**src/rtl/conv_addr_gen.sv**
```systemverilog
// conv_addr_gen
// Address generator for a KxK convolution over a single image. For each
// output position (orow, ocol) it emits the K*K input-window read
// addresses in row-major tap order, then one write address for the result.
// It walks all OUT_ROWS x OUT_COLS positions and pulses done after the
// final write has been accepted.
//
// Ports
//   clk        : clock; all state updates on the rising edge
//   rst_n      : asynchronous active-low reset
//   start      : begin one full image pass; only looked at while idle
//   addr_ready : consumer accepts addr_out this cycle
//   addr_valid : addr_out / rw / kr / kc are valid
//   addr_out   : memory address (registered)
//   rw         : 0 = window tap read, 1 = result write (registered)
//   kr, kc     : current tap row / column, 0 during a write (registered)
//   busy       : a pass is in progress
//   done       : one-cycle pulse after the last write is accepted
module conv_addr_gen #(
  parameter int ADDR_W     = 32,
  parameter int K          = 3,
  parameter int ROW_STRIDE = 1024,
  parameter int OUT_COLS   = 4,
  parameter int OUT_ROWS   = 2,
  parameter logic [ADDR_W-1:0] IN_BASE  = '0,
  parameter logic [ADDR_W-1:0] OUT_BASE = ADDR_W'(32'h0001_0000),
  localparam int KW = (K > 1) ? $clog2(K) : 1
) (
  input  logic              clk,
  input  logic              rst_n,
  input  logic              start,
  input  logic              addr_ready,
  output logic              addr_valid,
  output logic [ADDR_W-1:0] addr_out,
  output logic              rw,
  output logic [KW-1:0]     kr,
  output logic [KW-1:0]     kc,
  output logic              busy,
  output logic              done
);

  localparam int RW_W = (OUT_ROWS > 1) ? $clog2(OUT_ROWS) : 1;
  localparam int CW_W = (OUT_COLS > 1) ? $clog2(OUT_COLS) : 1;

  typedef enum logic [1:0] {
    S_IDLE  = 2'd0,
    S_READ  = 2'd1,
    S_WRITE = 2'd2
  } state_t;

  state_t            state;
  logic [RW_W-1:0]   orow;
  logic [CW_W-1:0]   ocol;

  state_t            n_state;
  logic [KW-1:0]     n_kr;
  logic [KW-1:0]     n_kc;
  logic [RW_W-1:0]   n_orow;
  logic [CW_W-1:0]   n_ocol;
  logic              n_done;
  logic [ADDR_W-1:0] rd_addr;
  logic [ADDR_W-1:0] wr_addr;
  logic [ADDR_W-1:0] n_addr;

  // Next-state and next-index computation. addr_valid is always high in
  // READ and WRITE, so addr_ready alone decides whether a transfer happens.
  // The address for the following cycle is derived from the next indices,
  // which lets every output leave the block straight from a flop.
  always_comb begin
    n_state = state;
    n_kr    = kr;
    n_kc    = kc;
    n_orow  = orow;
    n_ocol  = ocol;
    n_done  = 1'b0;
    case (state)
      S_IDLE: begin
        if (start) begin
          n_state = S_READ;
          n_kr    = '0;
          n_kc    = '0;
          n_orow  = '0;
          n_ocol  = '0;
        end
      end
      S_READ: begin
        if (addr_ready) begin
          if (kc == KW'(K - 1)) begin
            n_kc = '0;
            if (kr == KW'(K - 1)) begin
              n_kr    = '0;
              n_state = S_WRITE;
            end else begin
              n_kr = kr + KW'(1);
            end
          end else begin
            n_kc = kc + KW'(1);
          end
        end
      end
      S_WRITE: begin
        if (addr_ready) begin
          n_state = S_READ;
          if (ocol == CW_W'(OUT_COLS - 1)) begin
            n_ocol = '0;
            if (orow == RW_W'(OUT_ROWS - 1)) begin
              n_orow  = '0;
              n_state = S_IDLE;
              n_done  = 1'b1;
            end else begin
              n_orow = orow + RW_W'(1);
            end
          end else begin
            n_ocol = ocol + CW_W'(1);
          end
        end
      end
      default: n_state = S_IDLE;
    endcase

    // All arithmetic at ADDR_W bits so it wraps modulo 2^ADDR_W.
    rd_addr = IN_BASE
            + ADDR_W'(ROW_STRIDE) * (ADDR_W'(n_orow) + ADDR_W'(n_kr))
            + ADDR_W'(n_ocol) + ADDR_W'(n_kc);
    wr_addr = OUT_BASE + ADDR_W'(n_orow) * ADDR_W'(OUT_COLS) + ADDR_W'(n_ocol);

    if (n_state == S_READ) begin
      n_addr = rd_addr;
    end else if (n_state == S_WRITE) begin
      n_addr = wr_addr;
    end else begin
      n_addr = '0;
    end
  end

  // State and registered outputs. Without a transfer the next values equal
  // the current ones, so everything holds.
  always_ff @(posedge clk or negedge rst_n) begin
    if (!rst_n) begin
      state      <= S_IDLE;
      kr         <= '0;
      kc         <= '0;
      orow       <= '0;
      ocol       <= '0;
      addr_valid <= 1'b0;
      addr_out   <= '0;
      rw         <= 1'b0;
      busy       <= 1'b0;
      done       <= 1'b0;
    end else begin
      state      <= n_state;
      kr         <= n_kr;
      kc         <= n_kc;
      orow       <= n_orow;
      ocol       <= n_ocol;
      addr_valid <= (n_state != S_IDLE);
      busy       <= (n_state != S_IDLE);
      rw         <= (n_state == S_WRITE);
      addr_out   <= n_addr;
      done       <= n_done;
    end
  end

endmodule

```
**config.mk**
```make
export PLATFORM = sky130hd
export DESIGN_NAME = conv_addr_gen
export DESIGN_NICKNAME = d
export VERILOG_FILES = /design/src/rtl/conv_addr_gen.sv
export SDC_FILE = /design/constraint.sdc
export NUM_CORES = 1
export LEC_CHECK = 0
export CORE_MARGIN = 3
export CORE_UTILIZATION = 42
export CTS_CLUSTER_SIZE = 14
export DETAILED_ROUTE_END_ITERATION = 16
export GPL_TIMING_DRIVEN = 1
export PLACE_DENSITY = 0.79
export REMOVE_ABC_BUFFERS = 1
export SLEW_MARGIN = 40
export SYNTH_ARGS = -nofsm -noshare
export SYNTH_HDL_FRONTEND = slang
export SYNTH_SLANG_ARGS = --single-unit
```
**constraint.sdc**
```tcl
create_clock -name clk -period 2.5 [get_ports clk]
set_input_delay 0.375 -clock clk [delete_from_list [all_inputs] [get_ports clk]]
set_output_delay 0.375 -clock clk [all_outputs]
set_load 0.05 [all_outputs]
```
======== Word-level counts from Yosys, hierarchy flattened ========
Cells that the tools add are included.
Widths: inputs -> output; s select.
cells by class
  $add $sub $neg .......................... 9
  equality and inequality tests ........... 7
  mux-type cells .......................... 32
  reduce and logical (&&, ||, !) cells .... 2
operators with widths
  operator               number
  $mux 19                2
  $mux 2                 15
  $add 18x2->19          1
  $add 17x3->18 const A  1
  $add 14x2->15          1
  $add 13x2->14          1
  $pmux 2 s2             3
  $eq 2x2->1 const B     5
  $mux 1                 10
  $add 2x1->2 const B    3
  $pmux 2 s3             1
  $eq 2x1->1 const B     2
  $add 1x2->3            1
  $logic_not 2->1        1
  $pmux 1 s2             1
  $reduce_bool 2->1      1
  $add 1x1->1 const B    1
word-level totals
  register bits after elaboration ......... 44
  bits of input ports ..................... 4
  output and inout port bits .............. 40
  word-level logic and storage cells ...... 59

======== Depth between registers and ports, before layout ========
  word-level depth ........................ 9
  mapped depth ............................ 7
  mapped depth without buffers ............ 7

======== Worst setup path before layout ========
Ideal clock, no wire load.
  path kind ............................... register to register
  from .................................... reg kc[0]
  to ...................................... reg addr_out[1]
  library setup time ...................... 121 ps
  arrival ................................. 1946 ps
  required time ........................... 2379 ps
  setup slack ............................. 433 ps
  stages on the path, launching flop included .. 7
  path buffers ............................ 0
  clock period less this slack ............ 2067 ps
  path through ............................ dfrtp_1 > nor4_1 > a21oi_1 > o21ai_0 > ha_1 > fa_1 > a22o_1
on the way
  elaborated cells between the ends (all ways) .. 14
  those cells by class .................... add/sub (2); eq/ne (3); mux (9)
RTL lines
  item                                       line    source
  from (decl)                                37      output logic [KW-1:0] kc,
  from (signal assigned)                     153     kc <= n_kc;
  $add 2x1->2 or $eq 2x2->1 (tied branches)  97, 88
  $mux 2                                     88      if (kc == KW'(K - 1)) begin
  $mux 2                                     87      if (addr_ready) begin
  $pmux 2 s2 *                               76      case (state)
  named net n_kc[0]                          57      logic [KW-1:0] n_kc;
  $add 14x2->15 *                            124     + ADDR_W'(n_ocol) + ADDR_W'(n_kc);
  $mux 19 *                                  127     if (n_state == S_READ) begin
  named net n_addr[1]                        63      logic [ADDR_W-1:0] n_addr;
  to (signal assigned)                       159     addr_out <= n_addr;
  to (decl)                                  34      output logic [ADDR_W-1:0] addr_out,
The timed path passes the listed nets; every way through them passes the cells marked *.

======== Final worst setup path ========
  from .................................... in addr_ready
  to ...................................... reg addr_out[1]
on the way
  word-level cells in the longest chain between the ends .. 5
  elaborated cells between the ends (all ways) .. 14
  those cells by class .................... add/sub (3); eq/ne (2); mux (9)
ends and longest elaborated chain
  item                                            line      source
  from (decl)                                     32        input logic addr_ready,
  $mux 2 *                                        102       if (addr_ready) begin
  $pmux 2 s2 *                                    76
  named net n_ocol[0]                             59        logic [CW_W-1:0] n_ocol;
  $add 13x2->14 or $add 18x2->19 (tied branches)  124, 125
  $add 14x2->15 or $mux 19 (tied branches)        124, 129
  $mux 19 *                                       127
  named net n_addr[1]                             63
Marks and branches as above.

==> summary.txt <==
Status
  • Status: complete, but fails checks
  • Failing checks: negative hold slack

Global routing
  • Largest net degree at the start of global routing: 19
  • GRT Util Overall: 0.113
  • GR Overflow Total: 0
  • Vias in the first global route: 644
  • Global-route wire length before repair: between 2 and 3 mm
  • Initial antenna violation count: 0

Clock network
  • Num CTS Buffers: 3
  • Clk sink count: 18
  • H-tree Lvls: 1
  • CTS tree: done
  • CTS max path bufs: 2
  • Resized cells post-CTS: 0
  • Clock Pin Slew Worst Setup and Hold Paths: 0.10 ns
  • Post-CTS Setup Inserts: 0
  • Clk Latency, worst-skew pair: 0.29 ns
  • Root buf cell: clkbuf_4
  • Hold buffer count at CTS: 0

Critical path
  • Worst setup EP type: flip-flop
  • Setup crit start: addr_ready
  • CP Class: primary input to flip-flop
  • Worst Path Max Fanout: 5
  • Crit path arrival time: 2.34 ns
  • Most frequent CP cell: a22o_1
  • CP top delay family: compound AO/OA/AOI/OAI gates
  • CP Buf/Inv Count: 2
  • CP startpoint kind: primary input
  • Reg-to-reg startpoint: state[1]
  • Crit-path max cell delay: 0.50 ns
  • CP Cell Sequence: clkdlybuf4s50_1 -> inv_1 -> a22o_1 -> a22o_1 -> ha_1 -> fa_1 -> a22o_1
  • Worst EP required: 2.68 ns
  • Crit-path slowest cell: clkdlybuf4s50_1

Timing
  • Final hold slack: -0.0119 ns
  • RSZ-0062 raised after global routing: false
  • Final period util: 0.867
  • Clock skew: 0.00932 ns
  • Setup TNS: 0 ns
  • Period minus WS final: 2.17 ns
  • Hold Fails Final Rpt: 14
  • Final number of setup-violating endpoints: 0
  • Final Max Tran Viols: 0
  • Slew margin rel.: 0.668
  • Max Freq: around 0.46 GHz
  • Worst slew pin tran: 0.496 ns

Logic synthesis
  • Cell Area, Synth: approximately 1100 um^2
  • Async S/R FF share, synth: 1.00
  • Multiplexer share of the synthesized area: 0.0450
  • Post-synthesis simple-gate area fraction: 0.123
  • Sequential area share after synthesis: 0.426
  • Synth unique cells: 29
  • Most used DFF post-synth: dfrtp_1
  • Main combinational cell family by area after synthesis: buffers and inverters
  • Yosys reg bits: 18
  • Post-synth EDFFs: 0
  • Warnings, synthesis: 0
  • Xor and xnor area share after synthesis: 0
  • Adder-cell area share of the yosys netlist: 0.0781
  • Syn avg cell area: 10.5 um^2
  • Compound-cell area share of the yosys netlist: 0.122
  • Cells after Synth: just over 100

Power and ir drop
  • Net Sw Power: approximately 0.6 mW
  • Pleak: 0.585 nW
  • Internal Pwr Total: 0.657 mW
  • Sequential power share: 0.344
  • Comb pwr share: 0.519
  • Tot Pwr: 1.26 mW
  • Clock network fraction of design power: 0.137
  • Net Sw Frac: 0.477
  • Power density over the cells: 1050 nW/um^2
  • Peak VDD IR: 0.611 mV

Floorplanning
  • Area of the core: approximately 2300 um^2
  • Rows: 17
  • Initial Utilization: 0.460
  • Die area: 3160 um^2
  • Die height: ~56 um
  • Die width: between 50 and 60 um
  • I/O pins: 44

Routing
  • Routed WL per cell: about 11 um
  • DRT Pass-1 Iters: 4
  • DR vias/cell: 4.76
  • # DRC: 0
  • DR iter-0 viols: 10
  • ANT nets after route: 0
  • Total wire length: 1.67 mm
  • Via count: 704

Cells and area
  • Layout Area Growth over Synthesis: 13.0%
  • Final cell utilization of the core: 0.520
  • Ratio of cells with drive above 1 in the final layout: 0.0917
  • Final nets: 131
  • Ant. Diodes: 0
  • Commonest cells after routing, fill and taps aside: conb_1, dfrtp_1, clkdlybuf4s50_1
  • Commonest non-fill, non-tap cell in the layout: conb_1
  • Post-route insts no fill: 148

Placed design
  • GPL Wtd Cong: 0.814
  • Cell count after placement: between 100 and 150
  • Dpl hpwl: around 1.4 mm
  • IO Port Bufs: 18

Flow run
  • Max-cap violations: 0

Hold path
  • Hold crit path type: primary input to async pin
[cells in the mapped netlist (2+ instances only)]
cell type	number	area, um^2
a22o_1	8	70.1
dfrtp_1	18	450
inv_1	2	7.51
nor2_1	4	15.0
buf_4	27	203
nand2_1	8	30.0
and2_1	3	18.8
nor3_1	2	10.0
a21oi_1	2	10.0
o21ai_1	2	10.0
o21ai_0	3	15.0
ha_1	5	62.6
[power groups by stage]
stage                     clock network [mW]  logic, mW  registers, mW
after floorplan                            0      0.231          0.668
after global placement                     0      0.646          0.432
after detailed placement                   0      0.654          0.437
after CTS                              0.181      0.656          0.431
after global routing                   0.190      0.690          0.445
final                                  0.172      0.652          0.431
[sequential cells by signal, summed over array words and instances, names as in the netlist]
name,cells
addr_out,6
ocol,2
orow,1
done,1
busy,1
state,2
kr,2
rw,1
kc,2
[metrics by stage]
step,area [um^2],setup slack [ns]
2_1_floorplan,941,0.433
3_3_place_gp,1160,0.108
3_5_place_dp,1160,0.0381
4_1_cts,1200,0.354
5_1_grt,1190,0.217
6_report,1190,0.333
[final timing paths]
kind                          endpoint  slack (ns)  cells after the start
max                        addr_out[1]        0.33                      7
min                           state[0]       -0.01                      1
min in group clk                  done        0.57                      2
max in group asynchronous  addr_out[0]        2.23                      1
min reg2reg                       done        0.57                      2
max reg2reg                addr_out[1]        0.40                      5
[cell type report]
| type | count | area, um^2 |
|---|---|---|
| inverters | 2 | 7.51 |
| clock buffers | 4 | 36.3 |
| fillers | 216 | 1100 |
| well taps | 28 | 35.0 |
| multi-input cells | 77 | 483 |
| repair buffers | 19 | 183 |
| flip-flops and latches | 18 | 450 |
[metal layers]
layer,global-route usage,part of all wire,up-vias
met4,0.0203,0.0030,0
met5,0,0,-
met3,0.0510,0.10,2
met2,0.192,0.49,34
met1,0.131,0.41,335
li1,-,-,333
[logic make-up (layout without fill, tap and decap cells)]
kind of cell	Yosys count	in the layout
compound gates	18	18
fa+ha+maj	6	6
buf+inv	30	25
flops	18	18
mux	4	4
other cells	1	25
simple gates	24	24
No activity file was read; power rests on OpenSTA's default activity.
